`src/rtl/shift_seq_pkg.sv`:
```
// -----------------------------------------------------------------------------
// shift_seq_pkg
//   Shared types and helpers for the serial shift sequencer.
//   - state_e     : FSM state encoding (2 bits)
//   - clog2_min1  : counter width helper that never returns 0
// Optional feature macro: SHIFT_SEQ_PARITY_EN (the PAR state is only reachable
// in that build; its encoding is always reserved).
// -----------------------------------------------------------------------------
package shift_seq_pkg;

    typedef enum logic [1:0] {
        IDLE  = 2'd0,
        SHIFT = 2'd1,
        PAR   = 2'd2,
        DONE  = 2'd3
    } state_e;

    // A counter for a single value still needs one flop.
    function automatic int clog2_min1(input int n);
        return (n <= 1) ? 1 : $clog2(n);
    endfunction

endpackage

```
`src/rtl/shift_seq_bittimer.sv`:
```
// -----------------------------------------------------------------------------
// shift_seq_bittimer
//   Bit-time and bit-position counters for the shift sequencer.
//   div_cnt counts clks within a bit-time (0..DIV-1); bit_cnt counts bit-times
//   completed in the current frame and saturates at WIDTH.
// Ports
//   clk       in  clock, rising edge
//   rst       in  asynchronous reset, active low
//   clear_i   in  force both counters to 0 (has priority over run_i)
//   run_i     in  advance the counters this clk
//   bit_tick_o out last clk of the current bit-time (div_cnt==DIV-1)
//   last_bit_o out current bit-time is the final data bit (bit_cnt==WIDTH-1)
// -----------------------------------------------------------------------------
module shift_seq_bittimer
    import shift_seq_pkg::*;
#(
    parameter int WIDTH = 4,
    parameter int DIV   = 1
) (
    input  logic clk,
    input  logic rst,
    input  logic clear_i,
    input  logic run_i,
    output logic bit_tick_o,
    output logic last_bit_o
);

    localparam int DW = clog2_min1(DIV);
    localparam int BW = $clog2(WIDTH + 1);

    logic [DW-1:0] div_cnt_q, div_cnt_d;
    logic [BW-1:0] bit_cnt_q, bit_cnt_d;

    assign bit_tick_o = (div_cnt_q == DW'(DIV - 1));
    assign last_bit_o = (bit_cnt_q == BW'(WIDTH - 1));

    always_comb begin
        div_cnt_d = div_cnt_q;
        bit_cnt_d = bit_cnt_q;
        if (clear_i) begin
            div_cnt_d = '0;
            bit_cnt_d = '0;
        end else if (run_i) begin
            if (bit_tick_o) begin
                div_cnt_d = '0;
                // bit_cnt reaches WIDTH during the parity bit; hold it there.
                if (bit_cnt_q != BW'(WIDTH))
                    bit_cnt_d = bit_cnt_q + 1'b1;
            end else begin
                div_cnt_d = div_cnt_q + 1'b1;
            end
        end
    end

    always_ff @(posedge clk or negedge rst) begin
        if (!rst) begin
            div_cnt_q <= '0;
            bit_cnt_q <= '0;
        end else begin
            div_cnt_q <= div_cnt_d;
            bit_cnt_q <= bit_cnt_d;
        end
    end

endmodule

```
`src/rtl/shift_seq_ctrl.sv`:
```
// -----------------------------------------------------------------------------
// shift_seq_ctrl
//   Sequencer for a serial shift datapath. Takes a parallel word over a
//   valid/ready handshake and shifts it out MSB-first, one bit per bit-time
//   (DIV clks), with so_valid qualifying every frame bit, busy while a frame
//   is in flight, a one-clk done pulse after an unaborted frame, and abort.
// Ports
//   clk       in   clock, rising edge
//   rst       in   asynchronous reset, active low
//   in_valid  in   producer has a word on in_data
//   in_ready  out  word can be accepted this clk (IDLE and no abort)
//   in_data   in   [WIDTH-1:0] parallel word, sampled on the accept edge only
//   abort     in   terminate the current frame (SHIFT or PAR)
//   so        out  serial data (registered)
//   so_valid  out  so carries a frame bit (registered)
//   busy      out  frame in progress (decoded from state)
//   done      out  end-of-frame pulse (registered)
// Build option
//   SHIFT_SEQ_PARITY_EN: append one even-parity bit-time (PAR state) after the
//   data bits. Without it, SHIFT goes straight to DONE. Ports are the same.
// -----------------------------------------------------------------------------
module shift_seq_ctrl
    import shift_seq_pkg::*;
#(
    parameter int WIDTH = 4,
    parameter int DIV   = 1
) (
    input  logic             clk,
    input  logic             rst,
    input  logic             in_valid,
    output logic             in_ready,
    input  logic [WIDTH-1:0] in_data,
    input  logic             abort,
    output logic             so,
    output logic             so_valid,
    output logic             busy,
    output logic             done
);

    state_e           state_q, state_d;
    logic [WIDTH-1:0] shreg_q, shreg_d;
    logic             so_q, so_d;
    logic             so_valid_q, so_valid_d;
    logic             done_q, done_d;
`ifdef SHIFT_SEQ_PARITY_EN
    logic             par_q, par_d;
`endif

    logic accept;
    logic run;
    logic bit_tick;
    logic last_bit;

    assign in_ready = (state_q == IDLE) && !abort;
    assign busy     = (state_q != IDLE);
    assign accept   = in_valid && in_ready;
    assign so       = so_q;
    assign so_valid = so_valid_q;
    assign done     = done_q;

    // Counters only advance while bits are on the line; everywhere else (and
    // on abort) they are held at zero so each frame starts from a clean count.
    assign run = (state_q == SHIFT) || (state_q == PAR);

    shift_seq_bittimer #(
        .WIDTH (WIDTH),
        .DIV   (DIV)
    ) u_bittimer (
        .clk        (clk),
        .rst        (rst),
        .clear_i    (!run || abort),
        .run_i      (run),
        .bit_tick_o (bit_tick),
        .last_bit_o (last_bit)
    );

    // so/so_valid/done are registered, so the next-state logic computes the
    // value they must show in the clk after the edge.
    always_comb begin
        state_d    = state_q;
        shreg_d    = shreg_q;
        so_d       = 1'b0;
        so_valid_d = 1'b0;
        done_d     = 1'b0;
`ifdef SHIFT_SEQ_PARITY_EN
        par_d      = par_q;
`endif
        case (state_q)
            IDLE: begin
                if (accept) begin
                    state_d    = SHIFT;
                    shreg_d    = in_data;
                    so_d       = in_data[WIDTH-1];
                    so_valid_d = 1'b1;
`ifdef SHIFT_SEQ_PARITY_EN
                    par_d      = ^in_data;
`endif
                end
            end
            SHIFT: begin
                if (abort) begin
                    state_d = IDLE;
                    shreg_d = '0;
                end else if (bit_tick) begin
                    shreg_d = shreg_q << 1;
                    if (last_bit) begin
`ifdef SHIFT_SEQ_PARITY_EN
                        state_d    = PAR;
                        so_d       = par_q;
                        so_valid_d = 1'b1;
`else
                        state_d    = DONE;
                        done_d     = 1'b1;
`endif
                    end else begin
                        // Next bit is the one about to become the MSB.
                        so_d       = shreg_q[WIDTH-2];
                        so_valid_d = 1'b1;
                    end
                end else begin
                    so_d       = shreg_q[WIDTH-1];
                    so_valid_d = 1'b1;
                end
            end
`ifdef SHIFT_SEQ_PARITY_EN
            PAR: begin
                if (abort) begin
                    state_d = IDLE;
                end else if (bit_tick) begin
                    state_d = DONE;
                    done_d  = 1'b1;
                end else begin
                    so_d       = par_q;
                    so_valid_d = 1'b1;
                end
            end
`endif
            DONE: begin
                // abort is deliberately ignored here: the frame already finished.
                state_d = IDLE;
            end
            default: begin
                state_d = IDLE;
            end
        endcase
    end

    always_ff @(posedge clk or negedge rst) begin
        if (!rst) begin
            state_q    <= IDLE;
            shreg_q    <= '0;
            so_q       <= 1'b0;
            so_valid_q <= 1'b0;
            done_q     <= 1'b0;
`ifdef SHIFT_SEQ_PARITY_EN
            par_q      <= 1'b0;
`endif
        end else begin
            state_q    <= state_d;
            shreg_q    <= shreg_d;
            so_q       <= so_d;
            so_valid_q <= so_valid_d;
            done_q     <= done_d;
`ifdef SHIFT_SEQ_PARITY_EN
            par_q      <= par_d;
`endif
        end
    end

endmodule
```
`config.mk`:
```
export PLATFORM = sky130hd
export DESIGN_NAME = shift_seq_ctrl
export DESIGN_NICKNAME = d
export VERILOG_FILES = /design/src/rtl/shift_seq_pkg.sv /design/src/rtl/shift_seq_bittimer.sv /design/src/rtl/shift_seq_ctrl.sv
export SDC_FILE = /design/constraint.sdc
export NUM_CORES = 1
export LEC_CHECK = 0
export CORE_UTILIZATION = 25
export CTS_BUF_LIST = sky130_fd_sc_hd__clkbuf_8 sky130_fd_sc_hd__clkbuf_16
export DETAILED_ROUTE_END_ITERATION = 16
export GPL_TIMING_DRIVEN = 0
export SKIP_LAST_GASP = 1
export SLEW_MARGIN = 30
export SYNTH_ARGS = -nofsm -noshare
export SYNTH_HDL_FRONTEND = slang
export SYNTH_SLANG_ARGS = --single-unit
```
`constraint.sdc`:
```
create_clock -name clk -period 3.02 [get_ports clk]
set_input_delay 0.755 -clock clk [delete_from_list [all_inputs] [get_ports clk]]
set_output_delay 0.755 -clock clk [all_outputs]
set_load 0.05 [all_outputs]
```
======== Yosys cells after proc, flatten, opt, wreduce, memory -nomap -nowiden ========
Index checks and enable logic that the tools add are counted.
storage, ports and cells
  latch bits .............................. 0
  memories ................................ 0
  output and inout bits ................... 5
  bits in registers ....................... 13
  ROM bits ................................ 0
  input bits .............................. 8
  RAM bits ................................ 0
cells by class
  equality and inequality tests ........... 8
  shift-type cells ........................ 0
  $lt $le $gt $ge ......................... 0
  reductions and logical operators ........ 14
  multipliers ............................. 0
  div/mod/pow operators ................... 0
  multiplexer cells ....................... 30
  add/sub/neg operators ................... 2
  bitwise operators ....................... 0
operators by type and width
  kind                                                   count
  2-to-1 mux 1 bit                                       15
  2-to-1 mux 3 bit                                       4
  2-to-1 mux 4 bit                                       3
  inequality test 3 bit, second input constant           3
  AND reduction 3 bit                                    3
  2-to-1 mux 2 bit                                       4
  one-hot mux 4 bit (2 select lines)                     1
  nonzero test 2 bit                                     4
  one-hot mux 1 bit (2 select lines)                     2
  one-hot mux 2 bit (2 select lines)                     1
  adder 3 x 1 -> 3 bit, second input constant            1
  equality test 3 x 2 -> 1 bit, second input constant    1
  equality test 2 x 1 -> 1 bit, second input constant    1
  equality test 2 bit, second input constant             1
  logical AND 1 bit                                      2
  zero test 1 bit                                        2
  zero test 2 bit                                        1
  logical OR 1 bit                                       2
  inequality test 2 x 1 -> 1 bit, second input constant  1
  inequality test 2 bit, second input constant           1
  adder 1 bit, second input constant                     1

======== Logic depth before layout (Yosys ltp) ========
Gate-level depths: netlist (run 1).
  depth after elaboration ................. 6
  mapped depth ............................ 5

======== Cells and area by module ========
A second synthesis (run 1) with hierarchy kept.
unflattened totals
  cells, all modules ...................... 73
  area, all modules ....................... 735.7 sq um
modules (own cells, without submodules)
  module              area each (sq um)  instances  sequential area each (sq um)  cells each
  shift_seq_ctrl      534.3              1          225.2                         53
  shift_seq_bittimer  201.4              1          75.1                          20

======== Least setup slack after synthesis (run 1) ========
Ideal clock, no wire load.
  path type ............................... register to output
  start ................................... register state_q[0]
  end ..................................... output in_ready
  arrival time ............................ 1.686 ns
  path buffers ............................ 0
  stages on the path, launching flop included .. 5
  path slack .............................. 0.579 ns
  path through ............................ dfrtp_1 > inv_1 > ha_1 > inv_1 > nor2_1
between the ends
  cells in the longest elaborated chain, start to end .. 2
ends and longest elaborated chain
  what                      RTL line               text
  start: declaration        shift_seq_ctrl.sv:40   state_e state_q, state_d;
  start signal: assignment  shift_seq_ctrl.sv:159  state_q <= state_d;
  zero test 2 bit           shift_seq_ctrl.sv:54   assign in_ready = (state_q == IDLE) && !abort;
  logical AND 1 bit         shift_seq_ctrl.sv:54
  end: declaration          shift_seq_ctrl.sv:31   output logic in_ready,
No other way between the ends.

======== Final worst setup path (run 1) ========
  start ................................... register state_q[0]
  end ..................................... output busy
between the ends
  cells in the longest elaborated chain, start to end .. 1
ends and longest elaborated chain
  what                RTL line              text
  nonzero test 2 bit  shift_seq_ctrl.sv:55  assign busy = (state_q != IDLE);
  end: declaration    shift_seq_ctrl.sv:36  output logic busy,
No other way between the ends.

==> results.cfg, run 1 <==
[outcome]
outcome = completed

[floorplanning]
floorplan.io_pins = 13
fp.dieH_um = 50.6
die-area_sq_mm = 0.00256
initial_standard_cell_utilization_of_the_core_pct = 26.6
fp-row-count = 17
design.core.area_sq_mm = 0.00221
die-width_um = 50.6

[cts]
cts_max_level = 1
ctsHoldBuffers = 0
clockRootBuffer = sky130_fd_sc_hd__clkbuf_8
clk_pin_slew_worst_setup_hold_paths_ns = 0.05
worstSkewPairLatency_ns = 0.23
cts_tree = done
cts_buffers = 3
post_cts_buffers = 0
clock_sink_count = 11
clockBufferDepth = 2

[synth]
synth.cells.most_frequent = 11 x sky130_fd_sc_hd__dfrtp_1, 8 x sky130_fd_sc_hd__inv_1, 5 x sky130_fd_sc_hd__a21oi_1, 5 x sky130_fd_sc_hd__ha_1, 4 x sky130_fd_sc_hd__nor2_1
syn-instance-count = 55
async_reset_ff_share_pct = 100
synthesis.nets = 68
avgSynthCellArea_sq_um = 10.7
synthTopCellsByArea = sky130_fd_sc_hd__dfrtp_1 47%, sky130_fd_sc_hd__ha_1 11%, sky130_fd_sc_hd__mux2_4 7.6%
synth.ff_latch_count = 11
synth_sequential_area_ratio_pct = 46.7
dominantRegCellSynth = sky130_fd_sc_hd__dfrtp_1
synthDominantCellAreaShare_pct = 46.7
synth_edf_count = 0
post-synth-top-count-cell = sky130_fd_sc_hd__dfrtp_1
synth_area_leader_cell = sky130_fd_sc_hd__dfrtp_1
yosys_warnings = 0
post_synth_design_cell_area_sq_um = 589
synth_cell_types = 20

[final_layout]
drive_gt1_share_pct = 12.7
insertedDiodeCount = 0
layout.filler_cells = 239
layout-area-overhead-vs-synth_pct = 34.4
final_layout_net_count = 85
multiInputGateArea_sq_um = 284
regArea_sq_um = 275

[sta]
max_slew_margin_pct = 65.8
timing.final.crit_period_ns = 2.63
final_max_slew_viol_count = 0
transition_time_at_the_pin_with_the_least_slew_margin_ns = 0.511
timing_hold_violations_final = 0
final.setup.tns_ns = 0
report.final.setup_viol = 0
skew_ns = 0.00101
rsz_0062_raised_after_global_routing = no
post-route-period-util_pct = 87.0
clock.fmax_mhz = 381

[route]
route.detailed.drc = 0
routed-via-count = 429
routed_via_density = 4.33
first_iter_violations = 5
routed_wl_mm = 1.05
routedWlPerCell_um = 10.6
final_antenna_net_count = 0
drt_first_pass_iters = 3

[grt]
grt_antenna_before_repair = 0
maximum_number_of_pins_on_one_net_before_global_route_repair = 12
first_pass_grt_wire_length_mm = 1.88
first_global_vias = 434
grt-ovfl-total = 0
grtUsageTotal_pct = 9.97

[setup_path]
worst_setup_sp_type = flop
cp-end-kind = output pin
critical_path_class = reg -> out
cp.required_ns = 2.26
timing.critical_path.arrival_ns = 1.87
critical_path_peak_fanout = 7

[power]
power.static_leakage_nw = 0.381
fin_total_pwr_mw = 0.634
power-per-cell-area_mw_per_mm2 = 801
worst_ir_drop_vdd_uv = 270

[flow_run]
max_cap_violations = 0

[placed_design]
post-dp-hpwl_um = 824
globalplace.congestion = 0.697
port_buffers = 12

[hold_path]
worst_hold_path_type = reg -> reg
==> layout make-up <==
cell class                 count  area share [%]
clock buffer                   3            5.21
clock inverter                 1           0.474
inverter                       8            3.79
multi-input combinational     36            35.9
sequential                    11            34.8
tap                           28            4.42
timing repair buffer          12            15.5
==> what timing repair did <==
action,CTS,global route
endpoints found under the setup margin,0,1
resized for setup,0,1
hold endpoints to repair,0,0
==> per-layer routing <==
layer	part of all wire, %	vias to the layer above	track usage, %
met1	48	198	12.9
met5	0	-	0
met4	0.96	0	4.17
met2	45	10	14.9
met3	5.5	2	3.64
li1	-	219	-
==> state kept, by name, summed over array words and instances (netlist names) <==
name / count
done: 1
shreg_q: 3
so: 1
so_valid: 1
state_q: 2
u_bittimer.bit_cnt_q: 3
==> cells in the final DEF, fill, tap and decap left out, drive strengths merged <==
cell type,instances
dfrtp,11
clkdlybuf4s50,11
inv,9
a21oi,5
ha,5
nor2,4
nand2,3
mux2,3
clkbuf,3
nor2b,2
a22o,2
nand3,2
nand2b,2
a32oi,1
and2b,1
xnor2,1
o22ai,1
and4bb,1
o21ai,1
nor3,1
o22a,1
dlymetal6s2s,1
==> power breakdown <==
| group | switching [mW] | internal, mW | leakage, nW | total [mW] |
|---|---|---|---|---|
| Combinational | 0.156 | 0.130 | 0.208 | 0.286 |
| Sequential | 0.0224 | 0.186 | 0.146 | 0.208 |
| Clock | 0.0518 | 0.0889 | 0.0269 | 0.141 |
==> path summary, 6_finish.rpt <==
check                      startpoint    endpoint  slack [ns]  cells past startpoint
max                        state_q[0]        busy        0.39                      4
min                        shreg_q[1]  shreg_q[1]        0.52                      1
max reg2reg                state_q[1]  shreg_q[2]        1.50                      4
min reg2reg                shreg_q[1]  shreg_q[1]        0.52                      1
max in group asynchronous         rst        done        1.81                      1
min in group asynchronous         rst  state_q[0]        0.87                      1
==> worst max-delay path, cell delays in order (launching register included) <==
cell and delay, ns:
sky130_fd_sc_hd__dfrtp_1 0.36, sky130_fd_sc_hd__inv_1 0.05, sky130_fd_sc_hd__ha_1 0.28, sky130_fd_sc_hd__inv_1 0.14
sky130_fd_sc_hd__clkdlybuf4s50_1 0.81
==> kinds of logic after synthesis <==
group	Yosys count	synth area share, %
AOI/OAI and AO/OA	11	12.1
adders and majority gates	5	10.6
muxes	3	7.64
and+or+nand+nor	16	16.3
DFF	11	46.7
xor gates and xnor gates	1	1.49
buffers and inverters	8	5.10
==> metrics by stage <==
step | hold slack [ns] | instances | worst slack, ns | utilization [%] | cell area (sq um)
2_1_floorplan | 0.459 | 55 | 0.579 | - | 589
3_3_place_gp | 0.503 | 95 | 0.00776 | 33.7 | 744
3_5_place_dp | 0.509 | 95 | 0.0282 | 33.7 | 744
4_1_cts | 0.521 | 99 | 0.0103 | 35.7 | 790
5_1_grt | 0.537 | 99 | 0.279 | 35.8 | 792
6_report | 0.515 | 99 | 0.392 | 35.8 | 792
Power figures use the tool's default switching activity.
==> inputs of run 2 (changes only) <==
--- a/config.mk
+++ b/config.mk
@@ -10,7 +10,6 @@
 export DETAILED_ROUTE_END_ITERATION = 16
 export GPL_TIMING_DRIVEN = 0
 export SKIP_LAST_GASP = 1
-export SLEW_MARGIN = 30
 export SYNTH_ARGS = -nofsm -noshare
 export SYNTH_HDL_FRONTEND = slang
 export SYNTH_SLANG_ARGS = --single-unit
==> constraint.sdc (replaced) <==
create_clock -name clk -period 2.3 [get_ports clk]
set_input_delay 0.575 -clock clk [delete_from_list [all_inputs] [get_ports clk]]
set_output_delay 0.575 -clock clk [all_outputs]
set_load 0.05 [all_outputs]
==> run 2 against run 1 <==
- clock power up 31%
- wire length about the same
- non-clock buffer count unchanged
- largest power group unchanged
- largest cell class unchanged
- sequential cell count unchanged
- count of clock-buffer cells in the layout unchanged
==> results.cfg, run 2 (synthesis gave the netlist of run 1 again) <==
[setup_path]
timing.reg2reg.setup_slack_ns = 0.78
critical_path_class = reg -> out
crit_chain = inv_1 -> ha_1 -> inv_1 -> dlygate4sd2_1
timing.critical_path.mode_cell = sky130_fd_sc_hd__inv_1
cp-end-kind = output pin
worst_setup_sp_type = flop
cpLargestDelayFamily = buffers and inverters
cp.required_ns = 1.73
timing.critical_path.arrival_ns = 1.60
critical_path.slowest_cell = sky130_fd_sc_hd__dlygate4sd2_1
critical_path_buf_inv_count = 3
crit_path_max_incr_delay_ns = 0.54
critical_path_peak_fanout = 7
reg2reg_from = state_q[1]
critical_path.reg2reg.endpoint = shreg_q[2]
r2r.worst_path.cells = 4

[route]
routed_wl_mm = 1.05
route.detailed.drc = 0
routed_via_density = 4.33
routed-via-count = 429
drt_first_pass_iters = 3
first_iter_violations = 5
final_antenna_net_count = 0
routedWlPerCell_um = 10.6

[final_layout]
final_layout_net_count = 85
layout-area-overhead-vs-synth_pct = 32.9
mostFrequentLayoutCell = sky130_fd_sc_hd__dfrtp_1
drive_gt1_share_pct = 14.1
largestRegisters = shreg_q: 3 flops, u_bittimer.bit_cnt_q: 3 flops, state_q: 2 flops
mostFrequentLayoutCells = 11 x sky130_fd_sc_hd__dfrtp_1, 10 x sky130_fd_sc_hd__clkdlybuf4s50_1, 9 x sky130_fd_sc_hd__inv_1, 5 x sky130_fd_sc_hd__a21oi_1, 5 x sky130_fd_sc_hd__ha_1
insertedDiodeCount = 0

[grt]
grt-ovfl-total = 0
first_global_vias = 434
grt_antenna_before_repair = 0
maximum_number_of_pins_on_one_net_before_global_route_repair = 12
first_pass_grt_wire_length_mm = 1.88
grtUsageTotal_pct = 9.97

[sta]
final_max_slew_viol_count = 0
final.hold.worst_slack_ns = 0.515
transition_time_at_the_pin_with_the_least_slew_margin_ns = 0.511
timing_hold_violations_final = 0
rsz_0062_raised_after_global_routing = no
clock.fmax_mhz = 460
max_slew_margin_pct = 65.8
timing.final.crit_period_ns = 2.17
post-route-period-util_pct = 94.4
skew_ns = 0.00101
report.final.setup_viol = 0

[cts]
cts_tree = done
post_cts_buffers = 0
clk_pin_slew_worst_setup_hold_paths_ns = 0.05
clock_sink_count = 11
worstSkewPairLatency_ns = 0.23
cts_buffers = 3
cts_max_level = 1
clockRootBuffer = sky130_fd_sc_hd__clkbuf_8
clockBufferDepth = 2

[power]
power-per-cell-area_mw_per_mm2 = 1050
worst_ir_drop_vdd_uv = 347
fin_total_pwr_mw = 0.823
power.static_leakage_nw = 0.371

[floorplanning]
die-width_um = 50.6
die-area_sq_mm = 0.00256
design.core.area_sq_mm = 0.00221
fp.dieH_um = 50.6
initial_standard_cell_utilization_of_the_core_pct = 26.6
fp-row-count = 17
floorplan.io_pins = 13

[outcome]
outcome = completed

[placed_design]
port_buffers = 12
globalplace.congestion = 0.697
post-dp-hpwl_um = 824

[hold_path]
min_to = shreg_q[1]
whs_path_depth = 1
worst_hold_path_type = reg -> reg
holdCritStartpoint = shreg_q[1]

[flow_run]
max_cap_violations = 0
==> run 2: what timing repair did <==
action | in CTS | in global routing
hold buffers | 0 | 0
pin swaps | 0 | 0
gates resized for setup | 2 | 2
endpoints found under the setup margin | 2 | 1
==> run 2: final cells by class <==
type / instances / area [sq um]
tap: 28 / 35.0
fill: 237 / 1430
clock inverter: 1 / 3.75
clock buffer: 3 / 41.3
timing repair buffer: 12 / 114
sequential: 11 / 275
inverter: 8 / 30.0
multi-input combinational: 36 / 284
==> run 2: metrics by stage <==
stage	setup TNS (ns)	area [sq um]	utilization, %	setup slack (ns)	instances
after global routing	0	783	35.4	0.0200	99
after global placement	-0.352	744	33.7	-0.352	95
final	0	783	35.4	0.128	99
after detailed placement	-0.332	744	33.7	-0.332	95
after floorplan	0	589	-	0.0392	55
after CTS	-0.0647	787	35.6	-0.0647	99
==> run 2: worst max path at each step <==
stage               startpoint       end  cells after the start
floorplan           state_q[0]  in_ready                      4
global placement         abort  in_ready                      3
detailed placement       abort  in_ready                      3
CTS                      abort  in_ready                      3
global route        state_q[0]      busy                      4
finish              state_q[0]      busy                      4
==> run 2: where the power goes <==
| part | switching (mW) | leakage [nW] | internal (mW) |
|---|---|---|---|
| combinational | 0.204 | 0.198 | 0.161 |
| sequential | 0.0294 | 0.146 | 0.244 |
| clock | 0.0680 | 0.0269 | 0.117 |
==> run 2: worst reg2reg max path, stage by stage, from the launching register on <==
cell and delay [ns]:
sky130_fd_sc_hd__dfrtp_1 0.35, sky130_fd_sc_hd__inv_1 0.10, sky130_fd_sc_hd__ha_1 0.31, sky130_fd_sc_hd__mux2_4 0.35
sky130_fd_sc_hd__mux2_4 0.29
==> run 2: layer usage <==
metal  wire length [um]  GRT usage, %  vias to the layer above
li1                   -             -                      219
met1                504          12.9                      198
met2                471          14.9                       10
met3                 57          3.64                        2
met4                 10          4.17                        0
met5                  0             0                        -
==> inputs of run 3 (changes only) <==
--- a/config.mk
+++ b/config.mk
@@ -5,6 +5,7 @@
 export SDC_FILE = /design/constraint.sdc
 export NUM_CORES = 1
 export LEC_CHECK = 0
+export CORE_ASPECT_RATIO = 1.1
 export CORE_UTILIZATION = 25
 export CTS_BUF_LIST = sky130_fd_sc_hd__clkbuf_8 sky130_fd_sc_hd__clkbuf_16
 export DETAILED_ROUTE_END_ITERATION = 16
==> constraint.sdc (replaced) <==
create_clock -name clk -period 1.8 [get_ports clk]
set_input_delay 0.45 -clock clk [delete_from_list [all_inputs] [get_ports clk]]
set_output_delay 0.45 -clock clk [all_outputs]
set_load 0.05 [all_outputs]
==> run 3 against run 2 <==
- wire length shrank 1.5%
- critical path type unchanged
- sequential share of layout area shrank 1.5 points
- critical endpoint is now in_ready
- register-to-register slack lost 0.47 ns
==> results.cfg, run 3 (synthesis gave the netlist of run 1 again) <==
[setup_path]
crit_chain = inv_1 -> ha_4 -> inv_1 -> nor2_4 -> buf_6
timing.critical_path.arrival_ns = 1.29
critical_path_class = reg -> out
cp.required_ns = 1.35
worst_setup_sp_type = flop
timing.reg2reg.setup_slack_ns = 0.31
reg2reg_from = state_q[1]
crit_path_max_incr_delay_ns = 0.35
timing.critical_path.mode_cell = sky130_fd_sc_hd__inv_1
cp-end-kind = output pin
r2r.worst_path.cells = 5
critical_path_peak_fanout = 7
critical_path.slowest_cell = sky130_fd_sc_hd__dfrtp_1
critical_path.reg2reg.endpoint = shreg_q[2]

[final_layout]
finish.cell_count_without_fillers = 101
layout-area-overhead-vs-synth_pct = 38.6
final_layout_net_count = 85
drive_gt1_share_pct = 19.7
final_core_util_pct = 36.6
insertedDiodeCount = 0
largestRegisters = shreg_q: 3 flops, u_bittimer.bit_cnt_q: 3 flops, state_q: 2 flops
mostFrequentLayoutCells = 11 x sky130_fd_sc_hd__dfrtp_1, 8 x sky130_fd_sc_hd__inv_1, 6 x sky130_fd_sc_hd__clkdlybuf4s50_1, 5 x sky130_fd_sc_hd__a21oi_1, 4 x sky130_fd_sc_hd__ha_1
mostFrequentLayoutCell = sky130_fd_sc_hd__dfrtp_1

[cts]
cts_buffers = 3
cts_tree = done
post_cts_buffers = 0
worstSkewPairLatency_ns = 0.23
clockRootBuffer = sky130_fd_sc_hd__clkbuf_8
clk_pin_slew_worst_setup_hold_paths_ns = 0.05
clock_sink_count = 11
clockBufferDepth = 2
cts_max_level = 1

[grt]
maximum_number_of_pins_on_one_net_before_global_route_repair = 12
first_pass_grt_wire_length_mm = 1.60
grt-ovfl-total = 0
grt_antenna_before_repair = 0
first_global_vias = 392
grtUsageTotal_pct = 9.29

[power]
clkPwrFrac_pct = 21.3
power-per-cell-area_mw_per_mm2 = 1350
power.combinational.fraction_pct = 46.4
fin_total_pwr_mw = 1.10
power_switching_share_pct = 36.6
internal-power_mw = 0.698
worst_ir_drop_vdd_uv = 635
net-switching-power_mw = 0.404
power.static_leakage_nw = 0.423
power.share.sequential_pct = 32.3

[floorplanning]
fp-row-count = 18
design.core.area_sq_mm = 0.00223
initial_standard_cell_utilization_of_the_core_pct = 26.4
die-area_sq_mm = 0.00256
floorplan.io_pins = 13
die-width_um = 48.3
fp.dieH_um = 52.9

[route]
drt_first_pass_iters = 3
final_antenna_net_count = 0
first_iter_violations = 4
routedWlPerCell_um = 10.2
route.detailed.drc = 0
routed_via_density = 4.26
routed-via-count = 430
routed_wl_mm = 1.03

[sta]
report.final.setup_viol = 0
transition_time_at_the_pin_with_the_least_slew_margin_ns = 0.499
skew_ns = 0.00270
post-route-period-util_pct = 96.7
timing.final.crit_period_ns = 1.74
finalWorstSetupSlack_ns = 0.0599
timing_hold_violations_final = 0
max_slew_margin_pct = 66.7
rsz_0062_raised_after_global_routing = yes
final_max_slew_viol_count = 0
clock.fmax_mhz = 575

[hold_path]
whs_path_depth = 1
min_to = shreg_q[1]
worst_hold_path_type = reg -> reg
holdCritStartpoint = shreg_q[1]

[placed_design]
port_buffers = 12
post-dp-hpwl_um = 793
globalplace.congestion = 0.661
pre_cts_slack_ns = -0.607
placed_cells = 97

[outcome]
outcome = completed

[flow_run]
max_cap_violations = 0
## run 3: stage by stage
stage	setup TNS (ns)	instance area, sq um	hold slack, ns
floorplan	0	597	0.154
global route	-0.0241	817	0.546
CTS	0	803	0.523
global placement	-1.27	754	0.507
finish	0	817	0.526
detailed placement	-1.24	754	0.513
## run 3: power groups by stage
stage,Combinational [mW],Clock (mW),Sequential (mW)
6_report,0.511,0.235,0.355
5_1_grt,0.559,0.254,0.363
4_1_cts,0.502,0.237,0.354
3_5_place_dp,0.491,0,0.358
3_3_place_gp,0.487,0,0.353
2_1_floorplan,0.332,0,0.386
## run 3: how the worst max path moves through the flow
stage | end | slack, ns | start | cells after the start
final | in_ready | 0.06 | state_q[1] | 5
after detailed placement | in_ready | -0.61 | abort | 3
after CTS | so | 0.0005 | so | 1
after global placement | in_ready | -0.62 | abort | 3
after global routing | in_ready | -0.02 | state_q[1] | 5
after floorplan | in_ready | 0.02 | state_q[0] | 4
## run 3: critical path: cells and delay by family, from the launching register on
| family | cells | cell delay, ns |
|---|---|---|
| adder cells (fa/ha/maj) | 1 | 0.19 |
| buffers and inverters | 3 | 0.40 |
| flip-flops | 1 | 0.35 |
| AND/OR/NAND/NOR | 1 | 0.12 |
## run 3: area by class of cell
cell class,instances,area (sq um)
Timing Repair Buffer,12,125
Sequential cell,11,275
Multi-Input combinational cell,36,304
Inverter,8,30.0
Clock buffer,3,41.3
Tap cell,30,37.5
Clock inverter,1,3.75
Fill cell,228,1410
## run 3: timing repair
action	in CTS	in global routing
gates cloned	0	0
gates resized for setup	14	7
endpoints found under the setup margin	2	5
hold buffers	0	0
## run 3: routing by layer
metal	up-vias	track usage [%]	wire length (um)
li1	217	-	-
met1	200	11.9	497
met2	11	13.1	471
met3	2	2.05	48
met4	0	6.94	10
met5	-	0	0
